**src/rtl/oflow_sched_pkg.sv**
```systemverilog
// Shared types for the optical-flow similarity scheduler: FSM state encoding and score ceiling.
package oflow_sched_pkg;

    typedef enum logic [2:0] {
        IDLE,
        FETCH,
        LOAD,
        ISSUE,
        RUN,
        FINISH
    } sched_state_t;

    localparam logic [63:0] SCORE_MAX = '1;

endpackage

```
**src/rtl/oflow_min_tracker.sv**
```systemverilog
// Running minimum of metric scores with the id that produced it; earlier candidates win ties.
module oflow_min_tracker
    import oflow_sched_pkg::*;
#(
    parameter int SCORE_W = 32,
    parameter int ID_W    = 8
) (
    input  logic               clk,
    input  logic               reset_N,
    input  logic               clr,
    input  logic               upd,
    input  logic [SCORE_W-1:0] score,
    input  logic [ID_W-1:0]    id,
    output logic [SCORE_W-1:0] best_score,
    output logic [ID_W-1:0]    best_id
);

    logic [SCORE_W-1:0] best_score_q;
    logic [ID_W-1:0]    best_id_q;

    always_ff @(posedge clk or negedge reset_N) begin
        if (!reset_N) begin
            best_score_q <= SCORE_MAX[SCORE_W-1:0];
            best_id_q    <= '0;
        end else if (clr) begin
            best_score_q <= SCORE_MAX[SCORE_W-1:0];
            best_id_q    <= '0;
        end else if (upd && (score < best_score_q)) begin
            best_score_q <= score;
            best_id_q    <= id;
        end
    end

    assign best_score = best_score_q;
    assign best_id    = best_id_q;

endmodule

```
**src/rtl/oflow_similarity_scheduler.sv**
```systemverilog
// Scans one current-frame object against N previous-frame feature lines through a single
// similarity metric, prefetching the next line on the metric's hint, and reports the best match.
module oflow_similarity_scheduler
    import oflow_sched_pkg::*;
#(
    parameter int FEAT_W  = 32,
    parameter int ADDR_W  = 8,
    parameter int SCORE_W = 32,
    parameter int ID_W    = 8
) (
    input  logic               clk,
    input  logic               reset_N,
    input  logic               start,
    input  logic [ADDR_W-1:0]  num_prev_objs,
    input  logic [SCORE_W-1:0] score_threshold,
    output logic               rd_en,
    output logic [ADDR_W-1:0]  rd_addr,
    input  logic [FEAT_W-1:0]  rd_data,
    output logic [FEAT_W-1:0]  features_of_prev,
    output logic               sim_start,
    input  logic               sim_read_new_line,
    input  logic               sim_valid,
    input  logic [SCORE_W-1:0] sim_score,
    input  logic [ID_W-1:0]    sim_id,
    output logic               busy,
    output logic               done,
    output logic [SCORE_W-1:0] best_score,
    output logic [ID_W-1:0]    best_id,
    output logic               match_found
);

    sched_state_t       state_q, state_d;
    logic [ADDR_W-1:0]  idx_q, idx_d, count_q, count_d;
    logic [SCORE_W-1:0] thr_q, thr_d;
    logic [FEAT_W-1:0]  active_q, active_d, pf_line_q, pf_line_d;
    logic               pf_valid_q, pf_valid_d;
    logic               pf_pend_q, pf_pend_d;
    logic               pf_taken_q, pf_taken_d;
    logic               match_q, match_d;
    logic [ADDR_W:0]    idx_nxt;
    logic               has_next, match_now, trk_clr, trk_upd;

    // One extra bit so a full-range count never wraps the last-candidate test.
    assign idx_nxt   = {1'b0, idx_q} + {{ADDR_W{1'b0}}, 1'b1};
    assign has_next  = idx_nxt < {1'b0, count_q};
    assign match_now = (count_q != '0) && (best_score <= thr_q);

    always_comb begin
        state_d    = state_q;
        idx_d      = idx_q;
        count_d    = count_q;
        thr_d      = thr_q;
        active_d   = active_q;
        pf_line_d  = pf_line_q;
        pf_valid_d = pf_valid_q;
        pf_pend_d  = 1'b0;
        pf_taken_d = pf_taken_q;
        match_d    = match_q;
        rd_en      = 1'b0;
        rd_addr    = '0;
        sim_start  = 1'b0;
        done       = 1'b0;
        trk_clr    = 1'b0;
        trk_upd    = 1'b0;
        unique case (state_q)
            IDLE: begin
                if (start) begin
                    count_d    = num_prev_objs;
                    thr_d      = score_threshold;
                    idx_d      = '0;
                    match_d    = 1'b0;
                    pf_valid_d = 1'b0;
                    pf_taken_d = 1'b0;
                    trk_clr    = 1'b1;
                    state_d    = (num_prev_objs == '0) ? FINISH : FETCH;
                end
            end
            FETCH: begin
                rd_en   = 1'b1;
                rd_addr = idx_q;
                state_d = LOAD;
            end
            LOAD: begin
                active_d   = rd_data;
                pf_valid_d = 1'b0;
                pf_taken_d = 1'b0;
                state_d    = ISSUE;
            end
            ISSUE: begin
                sim_start = 1'b1;
                state_d   = RUN;
            end
            RUN: begin
                // A hint coinciding with the result is dropped; the fallback fetch covers it.
                if (sim_read_new_line && has_next && !pf_taken_q && !sim_valid) begin
                    rd_en      = 1'b1;
                    rd_addr    = idx_nxt[ADDR_W-1:0];
                    pf_pend_d  = 1'b1;
                    pf_taken_d = 1'b1;
                end
                if (pf_pend_q) begin
                    pf_line_d  = rd_data;
                    pf_valid_d = 1'b1;
                end
                if (sim_valid) begin
                    trk_upd = 1'b1;
                    if (!has_next) begin
                        state_d = FINISH;
                    end else begin
                        idx_d      = idx_nxt[ADDR_W-1:0];
                        pf_taken_d = 1'b0;
                        pf_valid_d = 1'b0;
                        if (pf_valid_q) begin
                            active_d = pf_line_q;
                            state_d  = ISSUE;
                        end else if (pf_pend_q) begin
                            active_d = rd_data;
                            state_d  = ISSUE;
                        end else begin
                            state_d = FETCH;
                        end
                    end
                end
            end
            FINISH: begin
                done    = 1'b1;
                match_d = match_now;
                state_d = IDLE;
            end
            default: state_d = IDLE;
        endcase
    end

    always_ff @(posedge clk or negedge reset_N) begin
        if (!reset_N) begin
            state_q    <= IDLE;
            idx_q      <= '0;
            count_q    <= '0;
            thr_q      <= '0;
            active_q   <= '0;
            pf_line_q  <= '0;
            pf_valid_q <= 1'b0;
            pf_pend_q  <= 1'b0;
            pf_taken_q <= 1'b0;
            match_q    <= 1'b0;
        end else begin
            state_q    <= state_d;
            idx_q      <= idx_d;
            count_q    <= count_d;
            thr_q      <= thr_d;
            active_q   <= active_d;
            pf_line_q  <= pf_line_d;
            pf_valid_q <= pf_valid_d;
            pf_pend_q  <= pf_pend_d;
            pf_taken_q <= pf_taken_d;
            match_q    <= match_d;
        end
    end

    oflow_min_tracker #(
        .SCORE_W (SCORE_W),
        .ID_W    (ID_W)
    ) u_min_tracker (
        .clk        (clk),
        .reset_N    (reset_N),
        .clr        (trk_clr),
        .upd        (trk_upd),
        .score      (sim_score),
        .id         (sim_id),
        .best_score (best_score),
        .best_id    (best_id)
    );

    assign features_of_prev = active_q;
    assign busy             = (state_q != IDLE) && (state_q != FINISH);
    assign match_found      = (state_q == FINISH) ? match_now : match_q;

endmodule
```
**config.mk**
```make
export PLATFORM = sky130hd
export DESIGN_NAME = oflow_similarity_scheduler
export DESIGN_NICKNAME = d
export VERILOG_FILES = /design/src/rtl/oflow_sched_pkg.sv /design/src/rtl/oflow_min_tracker.sv /design/src/rtl/oflow_similarity_scheduler.sv
export SDC_FILE = /design/constraint.sdc
export NUM_CORES = 1
export LEC_CHECK = 0
export CORE_UTILIZATION = 50
export DETAILED_ROUTE_END_ITERATION = 10
export DONT_BUFFER_PORTS = 1
export PLACE_DENSITY = 0.68
export SYNTH_ARGS = -nofsm -noshare
export SYNTH_HDL_FRONTEND = slang
export SYNTH_SLANG_ARGS = --single-unit
```
**constraint.sdc**
```tcl
create_clock -name clk -period 2.8 [get_ports clk]
set_input_delay 0.28 -clock clk [delete_from_list [all_inputs] [get_ports clk]]
set_output_delay 0.28 -clock clk [all_outputs]
set_load 0.1 [all_outputs]
```
==> impl_metrics.ini <==
[logic_synthesis]
synthAdderAreaFrac = 0.1020
netlist_area_um2 = 8712
synthCells = 893
synth-simple-area-share = 0.1320
synth_ff_type = dfrtp_1
syn_avg_cell_area_um2 = 9.756
yosys.area.top_type = dfrtp_1
netlist.area_leader.share = 0.3648
synth-seq-cells = 159
yosys-top-cells-area = dfrtp_1 (36%), ha_1 (10%), dfstp_2 (9.7%), mux2_2 (4.5%), o21ai_0 (4.1%)
synth-compound-area-share = 0.1551
yosys_warnings = 0
synth_xor_area_frac = 0.008043
synth_edf_count = 0
synth_fp_nets = 1081
synth_cell_type_count = 55
muxShareOfSynthArea = 0.08373
async_flop_share = 1.000
synth_top_family_by_area = compound AO/OA/AOI/OAI gates
synth.yosys.seq_area_share = 0.4613

[floorplanning]
start_util = 0.5180
die_x_um = 134
num_io_pins = 202
die_h_um = 134
core-area_um2 = 16820
fp.dieArea_um2 = 17960
rows = 47

[global_routing]
grtUsageTotal = 0.2545
grt_pass1_vias = 7163
grt_antenna_before_repair = 0
grt_max_degree = 160
grt_pass1_wl_mm = 35.91
overflow = 0

[clock_network]
cts_made_buffers = 17
clkTransAtPathRegs_ns = 0.07
h-tree-depth = 4
cts_root_buf = clkbuf_16
cts_tree = built
clock_path_buffers = 2
clock-sinks = 159
clk_latency_ns = 0.43

[cells_and_area]
nets = 1241
synthToLayoutAreaGrowth_pct = 36.19
num_antenna_cells = 0
multiInputGateArea_um2 = 4663
drive_above_1_share = 0.2683
seq_area_um2 = 4084
fillCellCount = 1175
fin_area_um2 = 11870
instances_no_fill = 1286

[placed_design]
port_buffers = 0
gp_congestion = 0.8201
hpwlAfterDp_mm = 14.88
placed_area_um2 = 9798
dp_cells = 1143
place_ws_ns = -0.08934

[detailed_routing]
drt_iter0_markers = 450
vias = 7343
drt_first_pass_iters = 5
postRouteAntennaNets = 0
detail_route.vias_per_cell = 5.710
route.detailed.drc = 0
finalWirelength_mm = 24.77
wl_per_cell_um = 19.26

[status]
status = finished with violations
violations = hold timing, setup timing

[timing]
fin_hold_ws_ns = -0.4515
slew_viol_final = 0
setup-violations-final = 44
hold_viol_final = 159
rsz0062_at_grt = yes
fin_ws_ns = -0.5292
max_clock_freq_ghz = 0.3004
post-route-period-util = 1.189
finalCriticalPeriod_ns = 3.329
slew_headroom = 0.3173
tightestPinTransition_ns = 1.024
fin_skew_ns = 0.009565

[critical_path]
critPathArrivalTime_ns = 3.05
start_kind = flop
cp_max_fo = 7
crit_type = flop to output port
cp-end-kind = output port
required_ns = 2.52

[pwr]
pwr-share-comb = 0.432
clock_power_share = 0.166
internal-power_mw = 6.823
seqPwrFrac = 0.402
swShare = 0.5321
powerDensity_nw_per_um2 = 1229
vdd_drop_max_mv = 0.9366
netSwitchingPower_mw = 7.760
leakage_nw = 5.410
power_mw = 14.58

[hold_path]
holdCritPathClass = input port to async pin

[run]
drv_cap = 0
power by group through the flow:
stage / logic [mW] / clock network (mW) / registers [mW]
3_5_place_dp: 5.56 / 0 / 5.84
6_report: 6.30 / 2.42 / 5.86
3_3_place_gp: 5.43 / 0 / 5.80
4_1_cts: 5.72 / 2.44 / 5.80
5_1_grt: 6.81 / 2.55 / 5.96
2_1_floorplan: 2.93 / 0 / 7.12
Yosys cell counts, drive strengths merged, types with 20 or more instances:
library cell	number
dfstp	32
mux2	36
clkbuf	29
buf	20
nor3	35
dfrtp	127
ha	71
o21ai	105
a211oi	31
inv	78
nor2	42
mux2i	32
a21oi	33
nand2	93
through the flow:
step / util / hold WS (ns) / TNS (ns)
after floorplan: - / -0.01559 / -4.902
after global placement: 0.5826 / -0.01113 / -0.01403
after detailed placement: 0.5826 / -0.01126 / -0.4424
after CTS: 0.6698 / -0.4682 / -4.353
after global routing: 0.7055 / -0.4779 / -12.60
final: 0.7055 / -0.4515 / -7.159
critical path, cell delays in order (launching register included):
cell	delay, ns
dfrtp_1	0.42
and3_4	0.23
nand3_4	0.09
xnor2_2	0.15
ha_1	0.29
a21o_1	0.18
a21o_1	0.20
a221oi_4	0.34
nand3_4	0.19
o21ai_1	0.21
a21o_4	0.32
registers in the layout, summed over array words and instances (netlist names), 3 cells and up:
signal,cells
u_min_tracker.best_score,32
pf_line_q,32
state_q,3
thr_q,32
count_q,8
u_min_tracker.best_id,8
idx_q,8
features_of_prev,32
routing by layer:
metal / track usage / vias up / wire (µm)
met5: 0 / - / 0
met4: 0.06503 / 0 / 298
met3: 0.06878 / 27 / 1596
met2: 0.4154 / 226 / 12120
met1: 0.3343 / 3618 / 10750
li1: - / 3472 / -
layout by cell type, fill, tap and decap left out, types with 5 or more instances in the layout:
master,n
a211oi_1,31
a21o_1,14
a21oi_1,31
a31oi_1,6
buf_12,16
buf_4,79
buf_6,6
clkbuf_16,21
clkinv_8,5
dfrtp_1,126
dfstp_2,15
dfstp_4,17
dlygate4sd3_1,83
ha_1,66
ha_4,5
inv_1,78
mux2_2,35
mux2i_1,32
nand2_1,70
nand2_2,11
nand2_4,11
nand3_1,16
nand3b_1,5
nand4_1,12
nor2_1,40
nor3_1,34
nor4_1,6
o21ai_0,63
o21ai_1,25
o21ai_2,13
cell type report:
| type | count | area share |
|---|---|---|
| multi-input cells | 608 | 0.3930 |
| flip-flops and latches | 159 | 0.3442 |
| repair buffers | 189 | 0.1624 |
| clock buffers | 17 | 0.03585 |
| inverters | 78 | 0.02468 |
| well taps | 220 | 0.02320 |
| clock inverters | 15 | 0.01666 |
cell families after synthesis:
kind of cell / after synthesis
and+or+nand+nor: 241
AOI/OAI and AO/OA: 219
DFF: 159
buffers and inverters: 127
adders and majority gates: 71
muxes: 68
xor gates and xnor gates: 8
path summary, 6_finish.rpt:
kind / startpoint / depth (start not counted) / slack, ns / endpoint
max in group asynchronous: reset_N / 0 / 2.84 / u_min_tracker.best_score[17]
setup / recovery: idx_q[2] / 10 / -0.53 / rd_addr[6]
hold / removal: reset_N / 0 / -0.45 / thr_q[21]
min in group clk: score_threshold[13] / 2 / 0 / thr_q[13]
hold reg to reg: pf_line_q[10] / 1 / 0.51 / pf_line_q[10]
setup reg to reg: idx_q[2] / 14 / -0.17 / features_of_prev[15]
timing repair:
item | in CTS | in global routing
setup endpoints to repair | 15 | 90
setup buffers | 2 | 19
gates resized for setup | 10 | 67
gates cloned | 0 | 8
hold endpoints to repair | 237 | 164
hold buffers | 78 | 5
pin swaps | 5 | 23
Note: power is estimated with default switching activity, not from simulation.
